File: src/rtl/sub_pkg.sv
// Shared types for the chunked multi-cycle subtractor (sub_seq_chunked).
package sub_pkg;

  typedef enum logic [1:0] {
    MODE_WRAP = 2'd0,
    MODE_SAT  = 2'd1,
    MODE_ABS  = 2'd2,
    MODE_RSVD = 2'd3
  } mode_e;

  typedef enum logic [1:0] {
    S_IDLE = 2'd0,
    S_CALC = 2'd1,
    S_SWAP = 2'd2,
    S_DONE = 2'd3
  } state_e;

endpackage

File: src/rtl/sub_chunk.sv
// One CHUNK-bit slice of the subtract: {bout, diff} = a - b - bin.
module sub_chunk #(
  parameter int CHUNK = 4
) (
  input  logic [CHUNK-1:0] a,
  input  logic [CHUNK-1:0] b,
  input  logic             bin,
  output logic [CHUNK-1:0] diff,
  output logic             bout
);

  assign {bout, diff} = {1'b0, a} - {1'b0, b} - (CHUNK+1)'(bin);

endmodule

File: src/rtl/sub_seq_chunked.sv
// Multi-cycle unsigned subtractor, CHUNK bits per cycle with a registered borrow chain.
// Optional SUB_BORROW_CNT_EN adds a saturating count of borrowing output handshakes.
module sub_seq_chunked
  import sub_pkg::*;
#(
  parameter int WIDTH = 8,
  parameter int CHUNK = 4
) (
  input  logic             clk,
  input  logic             rst,
  input  logic             in_valid,
  output logic             in_ready,
  input  logic [WIDTH-1:0] g_vec,
  input  logic [WIDTH-1:0] l_vec,
  input  logic [1:0]       mode,
  output logic             out_valid,
  input  logic             out_ready,
  output logic [WIDTH-1:0] out_v,
  output logic             borrow,
  output logic             zero
`ifdef SUB_BORROW_CNT_EN
  ,
  output logic [15:0]      borrow_cnt
`endif
);

  localparam int NCHUNK = WIDTH / CHUNK;
  localparam int IDX_W  = (NCHUNK > 1) ? $clog2(NCHUNK) : 1;
  localparam logic [IDX_W-1:0] LAST = IDX_W'(NCHUNK - 1);

  if (WIDTH % CHUNK != 0) begin : g_bad_chunk
    $error("sub_seq_chunked: WIDTH must be a multiple of CHUNK");
  end

  state_e           state;
  logic [IDX_W-1:0] idx;
  logic             bin;
  logic             borrow_r;
  logic [WIDTH-1:0] g_r;
  logic [WIDTH-1:0] l_r;
  logic [WIDTH-1:0] acc;
  mode_e            mode_r;
  logic [CHUNK-1:0] a_c;
  logic [CHUNK-1:0] b_c;
  logic [CHUNK-1:0] d_c;
  logic             bout_c;
  logic [WIDTH-1:0] res;

  // SAT clamps a borrowing result to zero; ABS already holds l-g after SWAP.
  function automatic logic [WIDTH-1:0] final_result(input logic [WIDTH-1:0] diff,
                                                    input logic brw, input mode_e m);
    return (m == MODE_SAT && brw) ? '0 : diff;
  endfunction

  always_comb begin
    a_c = g_r[int'(idx)*CHUNK +: CHUNK];
    b_c = l_r[int'(idx)*CHUNK +: CHUNK];
    if (state == S_SWAP) begin
      a_c = l_r[int'(idx)*CHUNK +: CHUNK];
      b_c = g_r[int'(idx)*CHUNK +: CHUNK];
    end
  end

  sub_chunk #(.CHUNK(CHUNK)) u_chunk (
    .a    (a_c),
    .b    (b_c),
    .bin  (bin),
    .diff (d_c),
    .bout (bout_c)
  );

  assign res = final_result(acc, borrow_r, mode_r);

  // Operand capture and partial-result accumulation (data path, not reset)
  always_ff @(posedge clk) begin
    if (state == S_IDLE && in_valid && in_ready) begin
      g_r    <= g_vec;
      l_r    <= l_vec;
      mode_r <= mode_e'(mode);
    end
    if (state == S_CALC || state == S_SWAP)
      acc[int'(idx)*CHUNK +: CHUNK] <= d_c;
  end

  // Control FSM with registered handshake and result outputs
  always_ff @(posedge clk or posedge rst) begin
    if (rst) begin
      state     <= S_IDLE;
      in_ready  <= 1'b1;
      out_valid <= 1'b0;
      out_v     <= '0;
      borrow    <= 1'b0;
      zero      <= 1'b0;
      idx       <= '0;
      bin       <= 1'b0;
      borrow_r  <= 1'b0;
    end else begin
      case (state)
        S_IDLE: begin
          if (in_valid && in_ready) begin
            state    <= S_CALC;
            in_ready <= 1'b0;
            idx      <= '0;
            bin      <= 1'b0;
          end
        end
        S_CALC, S_SWAP: begin
          bin <= bout_c;
          idx <= idx + 1'b1;
          if (idx == LAST) begin
            idx <= '0;
            bin <= 1'b0;
            if (state == S_CALC)
              borrow_r <= bout_c;
            if (state == S_CALC && mode_r == MODE_ABS && bout_c)
              state <= S_SWAP;
            else
              state <= S_DONE;
          end
        end
        S_DONE: begin
          // First DONE cycle publishes the result; outputs then hold until taken.
          if (!out_valid) begin
            out_valid <= 1'b1;
            out_v     <= res;
            borrow    <= borrow_r;
            zero      <= (res == '0);
          end else if (out_ready) begin
            out_valid <= 1'b0;
            in_ready  <= 1'b1;
            state     <= S_IDLE;
          end
        end
        default: state <= S_IDLE;
      endcase
    end
  end

`ifdef SUB_BORROW_CNT_EN
  always_ff @(posedge clk or posedge rst) begin
    if (rst)
      borrow_cnt <= '0;
    else if (state == S_DONE && out_valid && out_ready && borrow && borrow_cnt != 16'hFFFF)
      borrow_cnt <= borrow_cnt + 16'd1;
  end
`endif

endmodule

File: config.mk
export PLATFORM = sky130hd
export DESIGN_NAME = sub_seq_chunked
export DESIGN_NICKNAME = d
export VERILOG_FILES = /design/src/rtl/sub_pkg.sv /design/src/rtl/sub_chunk.sv /design/src/rtl/sub_seq_chunked.sv
export SDC_FILE = /design/constraint.sdc
export NUM_CORES = 1
export LEC_CHECK = 0
export ABC_AREA = 1
export BUFFER_PORTS_ARGS = -buffer_cell sky130_fd_sc_hd__buf_2
export CAP_MARGIN = 10
export CORE_MARGIN = 2
export CORE_UTILIZATION = 28
export CTS_BUF_LIST = sky130_fd_sc_hd__clkbuf_2
export DETAILED_ROUTE_END_ITERATION = 10
export PLACE_DENSITY_LB_ADDON = 0.15
export SYNTH_ARGS = -nofsm -noshare
export SYNTH_HDL_FRONTEND = slang
export SYNTH_SLANG_ARGS = --single-unit
File: constraint.sdc
create_clock -name clk -period 2.7 [get_ports clk]
set_clock_uncertainty 0.05 [all_clocks]
set_input_delay 0.54 -clock clk [delete_from_list [all_inputs] [get_ports clk]]
set_output_delay 0.54 -clock clk [all_outputs]
set_load 0.05 [all_outputs]
==> impl_summary.log, run 1 <==
INFO  metric outcome = finished, final reports clean
INFO  metric slowest_delay = 0.45 ns
INFO  metric setup_tns = 0 ns
INFO  metric post-route-period-util = 0.875
INFO  metric report.final.slew_viol_count = 0
INFO  metric drc = 0
INFO  metric slew_of_the_pin_with_the_lowest_slew_margin = 0.673 ns
INFO  metric commonest_non_fill_non_tap_cells_in_the_layout = nand2_1, buf_2, inv_1, edfxtp_1, o21ai_0
INFO  metric synth.lib_cells_used.distinct = 25
INFO  metric worstPathCellList = inv_1, ha_2, inv_1, nand2_1, o21ai_1, fa_1, inv_1, fa_1, a21oi_1, o21ai_1, nand2_1, o21ai_0
INFO  metric design.die.area = about 0.0080 mm2
INFO  metric yosysWarnings = 0
INFO  metric drt-vias-per-instance = between 3 and 4
INFO  metric synthToLayoutAreaGrowth = 15.9%
INFO  metric number_of_hold_buffers_added_after_cts = 0
INFO  metric ctsHtreeMaxLevel = 2
INFO  metric cts_root_buffer = clkbuf_2
INFO  metric cell_type_with_the_highest_occurrence_count_on_the_critical_path = inv_1
INFO  metric setup_slack = 0.338 ns
INFO  metric antenna_cells = 0
INFO  metric irDropWorstVdd = 0.291 mV
INFO  metric drt_pass1_iterations = 4
INFO  metric post_synth.cell_area_avg = around 10 um2
INFO  metric grt_pass1_wl = 6380 um
INFO  metric cp_num_buf_inv = 3
INFO  metric worst_ep_arrival_time = between 2 and 3 ns
INFO  metric hold_path_class = primary input to asynchronous set/reset pin
INFO  metric setup_crit_start_kind = register
INFO  metric drt_wl_total = 3580 um
INFO  metric clock_latency = 0.41 ns
INFO  metric top_level_ports = 34
INFO  metric port_buffers = 33
INFO  metric gp_congestion = 0.785
INFO  metric die_height = 89.7 um
INFO  metric post_route_cells_drive_above_1_share = 0.230
INFO  metric cts.sinks = 43
INFO  metric clock.fmax = about 420 MHz
INFO  metric powerDensity = 1260 mW/mm2
INFO  metric post-synth-top-area-cell = edfxtp_1
INFO  metric final_net_count = 271
INFO  metric area_fraction_in_and_or_nand_and_nor_cells_after_synthesis = 0.154
INFO  metric worstSetupPathType = register to register
INFO  metric timing.critical_path.slowest_stage_cell = dfrtp_1
INFO  metric synth_adder_area_share = 0.0742
INFO  metric data_required_time_at_the_worst_endpoint = 3.01 ns
INFO  metric reg2reg_setup_slack = approximately 0.34 ns
INFO  metric drt-wirelength-per-cell = about 11 um
INFO  metric placeableCoreArea = a little over 0.007 mm2
INFO  metric overflow = 0
INFO  metric max_slew_margin = 0.551
INFO  metric clock_tree_from_tritoncts = done
INFO  metric synth_top_family_by_area = simple AND/OR/NAND/NOR gates
INFO  metric critical_path_depth = 12
INFO  metric hpwl = 2720 um
INFO  metric tritoncts.num_buffers = 5
INFO  metric finalWorstPathRequiredPeriod = ~2.4 ns
INFO  metric power.leakage = between 0.001 and 0.0015 uW
INFO  metric detailedPlace.worstSlack = 0.181 ns
INFO  metric synthXorXnorAreaFrac = 0.00426
INFO  metric synth-compound-area-share = 0.0839
INFO  metric synth_top_cells_by_area = edfxtp_1, dfrtp_1, nand2_1
INFO  metric routed-via-count = 1351
INFO  metric synth.ff_latch_count = 43
INFO  metric syn_nets = 230
INFO  metric max-clock-path-buffers = 2
INFO  metric finalPower = about 3000 uW
INFO  metric end_kind = register
INFO  metric final_antenna_net_count = 0
INFO  metric grt_antenna_before_repair = 0
INFO  metric clk_pin_slew_worst_paths = 0.23 ns
INFO  metric timing.critical_path.max_delay_family = adder cells
INFO  metric post_synth_inst_count = just under 200
INFO  metric first_iter_violations = 32
INFO  metric rows = 31
INFO  metric synth_top_area_share = 0.380
INFO  metric seq_area_frac_synth = 0.587
INFO  metric ff2ff_path_depth = 12
INFO  metric hold_viol = 0
INFO  metric syn-cell-area = 0.00206 mm2
INFO  metric final_common_cell = nand2_1
INFO  metric gr-usage-all-layers = 0.0984
INFO  metric maxCapViolations = 0
INFO  metric initial_core_util = 0.287
INFO  metric path_max_fanout = 7
INFO  metric die_width = 89.7 um
INFO  metric muxShareOfSynthArea = 0.0292
INFO  metric grt_max_degree = 19
INFO  metric setup_repair_after_global_routing_missed_its_margin = no
INFO  metric via_count_of_the_first_global_routing_pass = about 1300
INFO  metric final-setup-viol-count = 0
[cell usage after synthesis]
| master | number |
|---|---|
| edfxtp_1 | 26 |
| fa_1 | 2 |
| a21oi_1 | 5 |
| inv_1 | 26 |
| buf_4 | 1 |
| clkbuf_8 | 1 |
| xor2_1 | 1 |
| nor3_1 | 1 |
| buf_6 | 1 |
| ha_1 | 9 |
| dfrtp_1 | 16 |
| dfstp_2 | 1 |
| o22ai_2 | 1 |
| o21ai_0 | 21 |
| nand3_1 | 6 |
| nand3b_1 | 1 |
| o21ai_1 | 3 |
| o22ai_1 | 1 |
| inv_6 | 1 |
| nand2_2 | 3 |
| nand2_1 | 46 |
| nand3_2 | 3 |
| mux2i_1 | 6 |
| a21oi_2 | 1 |
| nor2_1 | 14 |
[cells by family after synthesis]
group	after synthesis
xor+xnor	1
simple gates	74
compound gates	32
mux	6
fa+ha+maj	11
buf+inv	30
flops	43
[final timing paths]
| check | end | start |
|---|---|---|
| min | out_valid | rst |
| max | borrow_r | state[0] |
| max in group asynchronous | idx | rst |
| min in group clk | l_r[2] | l_vec[2] |
| min reg2reg | out_v[6] | out_v[6] |
| max reg2reg | borrow_r | state[0] |
[worst reg2reg max path, cell delays in order (launching register included)]
cell and delay [ns]:
dfrtp_1 0.45, inv_1 0.12, ha_2 0.22, inv_1 0.12, nand2_1 0.09, o21ai_1 0.07, fa_1 0.39, inv_1 0.09
fa_1 0.23, a21oi_1 0.08, o21ai_1 0.15, nand2_1 0.10, o21ai_0 0.15
[area by class of cell]
class	count	area, um2
Timing Repair Buffer	37	195
Tap cell	99	124
Sequential cell	43	1210
Fill cell	758	4790
Clock buffer	6	30.0
Clock inverter	2	7.51
Inverter	27	106
Multi-Input combinational cell	124	713
[state kept, by name (all words and copies together) (netlist names)]
signal / flops
mode_r: 2
l_r: 8
borrow_r: 1
bin: 1
idx: 1
borrow: 1
in_ready: 1
zero: 1
acc: 8
out_valid: 1
state: 2
out_v: 8
g_r: 8
[routing by layer]
| metal | up-vias | track usage | wire length [um] |
|---|---|---|---|
| li1 | 729 | - | - |
| met2 | 35 | 0.148 | 1520 |
| met1 | 580 | 0.137 | 1830 |
| met4 | 0 | 0.0346 | 50 |
| met3 | 7 | 0.0268 | 177 |
| met5 | - | 0 | 0 |
[where the power goes]
part / switching (uW) / total [uW] / internal, uW
combinational: 1090 / 1620 / 536
sequential: 115 / 1110 / 990
clock: 205 / 267 / 62.3
[stage by stage]
stage / hold WS [ns] / area (um2) / instances / utilization
after floorplan: 0.403 / 2060 / 197 / -
after global placement: 0.412 / 2330 / 328 / 0.324
after detailed placement: 0.419 / 2330 / 328 / 0.324
after CTS: 0.147 / 2370 / 336 / 0.330
after global routing: 0.133 / 2380 / 338 / 0.332
final: 0.125 / 2380 / 338 / 0.332
[what timing repair did]
item                                    4_1_cts  5_1_grt
resized for setup                             0        5
setup buffers                                 0        2
endpoints found under the setup margin        0        6
Note: power is estimated with default switching activity, not from simulation.
==> inputs of run 2 (changes only) <==
Settings changed: CELL_PAD_IN_SITES_DETAIL_PLACEMENT set to 1, CELL_PAD_IN_SITES_GLOBAL_PLACEMENT set to 1, CTS_BUF_LIST sky130_fd_sc_hd__clkbuf_2 to not set.
==> impl_summary.log, run 2 (same netlist as run 1, synthesis figures left out) <==
INFO  metric report.final.slew_viol_count = 0 (unchanged)
INFO  metric cts.sinks = 43 (unchanged)
INFO  metric drt_wl_total = 3850 um (was 3580 um)
INFO  metric post-route-period-util = 0.897 (was 0.875)
INFO  metric routed-via-count = 1398 (was 1351)
INFO  metric worstPathCellList = inv_1, ha_1, inv_1, nand2_1, o21ai_0, fa_1, inv_1, fa_2, nand2_1, a21oi_1, nand2_1, nand2_1, o21ai_0 (was inv_1, ha_2, inv_1, nand2_1, o21ai_1, fa_1, inv_1, fa_1, a21oi_1, o21ai_1, nand2_1, o21ai_0)
INFO  metric setup_slack = 0.279 ns (was 0.338 ns)
INFO  metric grt_antenna_before_repair = 0 (unchanged)
INFO  metric overflow = 0 (unchanged)
INFO  metric combinationalPowerShare = 0.524 (was 0.542)
INFO  metric die_height = 89.7 um (unchanged)
INFO  metric initial_core_util = 0.287 (unchanged)
INFO  metric maxCapViolations = 0 (unchanged)
INFO  metric path_max_fanout = 4 (was 7)
INFO  metric first_iter_violations = 43 (was 32)
INFO  metric post_route_cells_drive_above_1_share = 0.231 (was 0.230)
INFO  metric hold_viol = 0 (unchanged)
INFO  metric end_kind = register (unchanged)
INFO  metric finalWorstPathRequiredPeriod = 2.42 ns (was 2.36 ns)
INFO  metric die_width = 89.7 um (unchanged)
INFO  metric clock.fmax = 413 MHz (was 423 MHz)
INFO  metric final_area = 0.00242 mm2 (was 0.00238 mm2)
INFO  metric power.internal = 1710 uW (was 1590 uW)
INFO  metric rows = 31 (unchanged)
INFO  metric pwr-share-seq = 0.354 (was 0.369)
INFO  metric clk_pin_slew_worst_paths = 0.08 ns (was 0.23 ns)
INFO  metric grt_pass1_wl = 6710 um (was 6380 um)
INFO  metric hold_path_class = primary input to asynchronous set/reset pin (unchanged)
INFO  metric cts_root_buffer = clkbuf_8 (was clkbuf_2)
INFO  metric port_buffers = 33 (unchanged)
INFO  metric final_antenna_net_count = 0 (unchanged)
INFO  metric design.die.area = 0.00805 mm2 (unchanged)
INFO  metric power_frac_clock = 0.122 (was 0.089)
INFO  metric setup_tns = 0 ns (unchanged)
INFO  metric commonest_non_fill_non_tap_cells_in_the_layout = nand2_1, buf_2, edfxtp_1 (was nand2_1, buf_2, inv_1, edfxtp_1, o21ai_0)
INFO  metric worst_ep_arrival_time = 2.53 ns (was 2.67 ns)
INFO  metric outcome = finished, final reports clean (unchanged)
INFO  metric grt_max_degree = 19 (unchanged)
INFO  metric cp_num_buf_inv = 3 (unchanged)
INFO  metric detailedPlace.worstSlack = 0.125 ns (was 0.181 ns)
INFO  metric powerDensity = 1300 mW/mm2 (was 1260 mW/mm2)
INFO  metric irDropWorstVdd = 0.284 mV (was 0.291 mV)
INFO  metric synthToLayoutAreaGrowth = 17.8% (was 15.9%)
INFO  metric ctsHtreeMaxLevel = 2 (unchanged)
INFO  metric worstSetupPathType = register to register (unchanged)
INFO  metric fillers = 841 (was 758)
INFO  metric finalCoreUtilization = 0.338 (was 0.332)
INFO  metric power.leakage = 0.00111 uW (was 0.00110 uW)
INFO  metric number_of_hold_buffers_added_after_cts = 0 (unchanged)
INFO  metric slowest_delay = 0.43 ns (was 0.45 ns)
INFO  metric drc = 0 (unchanged)
INFO  metric timing.critical_path.max_delay_family = adder cells (unchanged)
INFO  metric top_level_ports = 34 (unchanged)
INFO  metric netSwitchingPower = 1430 uW (was 1410 uW)
INFO  metric tritoncts.num_buffers = 5 (unchanged)
INFO  metric drt-wirelength-per-cell = 11.4 um (was 10.6 um)
INFO  metric via_count_of_the_first_global_routing_pass = 1410 (was 1331)
INFO  metric data_required_time_at_the_worst_endpoint = 2.81 ns (was 3.01 ns)
INFO  metric final_common_cell = nand2_1 (unchanged)
INFO  metric drt_pass1_iterations = 4 (unchanged)
INFO  metric clock_tree_from_tritoncts = done (unchanged)
INFO  metric gr-usage-all-layers = 0.103 (was 0.0984)
INFO  metric slew_of_the_pin_with_the_lowest_slew_margin = 0.669 ns (was 0.673 ns)
INFO  metric antenna_cells = 0 (unchanged)
INFO  metric setup_crit_start_kind = register (unchanged)
INFO  metric timing.critical_path.slowest_stage_cell = fa_1 (was dfrtp_1)
INFO  metric clock_latency = 0.28 ns (was 0.41 ns)
INFO  metric hpwl = 3030 um (was 2720 um)
INFO  metric placedInstanceArea = 0.00234 mm2 (was 0.00233 mm2)
INFO  metric max_slew_margin = 0.553 (was 0.551)
INFO  metric placeableCoreArea = 0.00718 mm2 (unchanged)
INFO  metric net_switching_share_of_the_total_power = 0.455 (was 0.470)
INFO  metric gp_congestion = 0.732 (was 0.785)
INFO  metric final-setup-viol-count = 0 (unchanged)
INFO  metric max-clock-path-buffers = 2 (unchanged)
INFO  metric setup_repair_after_global_routing_missed_its_margin = no (unchanged)
INFO  metric postCtsSetupRepairBufs = 0 (unchanged)
INFO  metric final_net_count = 270 (was 271)
INFO  metric drt-vias-per-instance = 4.15 (was 4.00)
INFO  metric cell_type_with_the_highest_occurrence_count_on_the_critical_path = nand2_1 (was inv_1)
==> run 2: cell count changes in the layout (fill, tap and decap cells not counted), sizes merged <==
cell    delta
clkbuf     +2
buf        -1
clkinv     -2
==> run 2: layer usage <==
layer,GRT usage,vias to the layer above,part of all wire
met5,0,-,0
met1,0.133,638,0.47
met2,0.173,28,0.48
met4,0.0269,0,0.0070
met3,0.0260,2,0.037
li1,-,730,-
==> run 2: repair_timing <==
item / CTS / global route
resized for setup: 0 / 6
endpoints found under the hold margin: 0 / 0
setup endpoints to repair: 0 / 5
==> run 2: cell type report <==
| type | count | area, um2 | area share |
|---|---|---|---|
| tap | 99 | 124 | 0.0511 |
| multi-input combinational | 124 | 716 | 0.295 |
| sequential | 43 | 1210 | 0.499 |
| timing repair buffer | 36 | 188 | 0.0775 |
| inverter | 27 | 106 | 0.0439 |
| clock buffer | 8 | 80.1 | 0.0331 |
==> run 2: path summary, 6_finish.rpt <==
kind | from | end | slack (ns) | depth (start not counted)
setup / recovery | state[0] | borrow_r | 0.28 | 13
max in group asynchronous | rst | idx | 1.84 | 2
setup reg to reg | state[0] | borrow_r | 0.28 | 13
hold / removal | rst | out_v[3] | 0.29 | 2
hold reg to reg | out_v[3] | out_v[3] | 0.43 | 2
min in group clk | g_vec[7] | g_r[7] | 0.38 | 1
==> run 2: stage by stage <==
stage          hold WS, ns  std cells  power [uW]
3_3_place_gp         0.411        329        2780
3_5_place_dp         0.418        329        2790
2_1_floorplan        0.403        197        2400
5_1_grt              0.361        337        3470
6_report             0.294        337        3150
4_1_cts              0.323        337        3200
==> run 2: power groups by stage <==
stage	sequential, uW	combinational (uW)	clock [uW]
6_report	1110	1650	384
5_1_grt	1150	1900	428
4_1_cts	1120	1670	408
3_5_place_dp	1130	1660	0
3_3_place_gp	1130	1650	0
2_1_floorplan	1360	1040	0
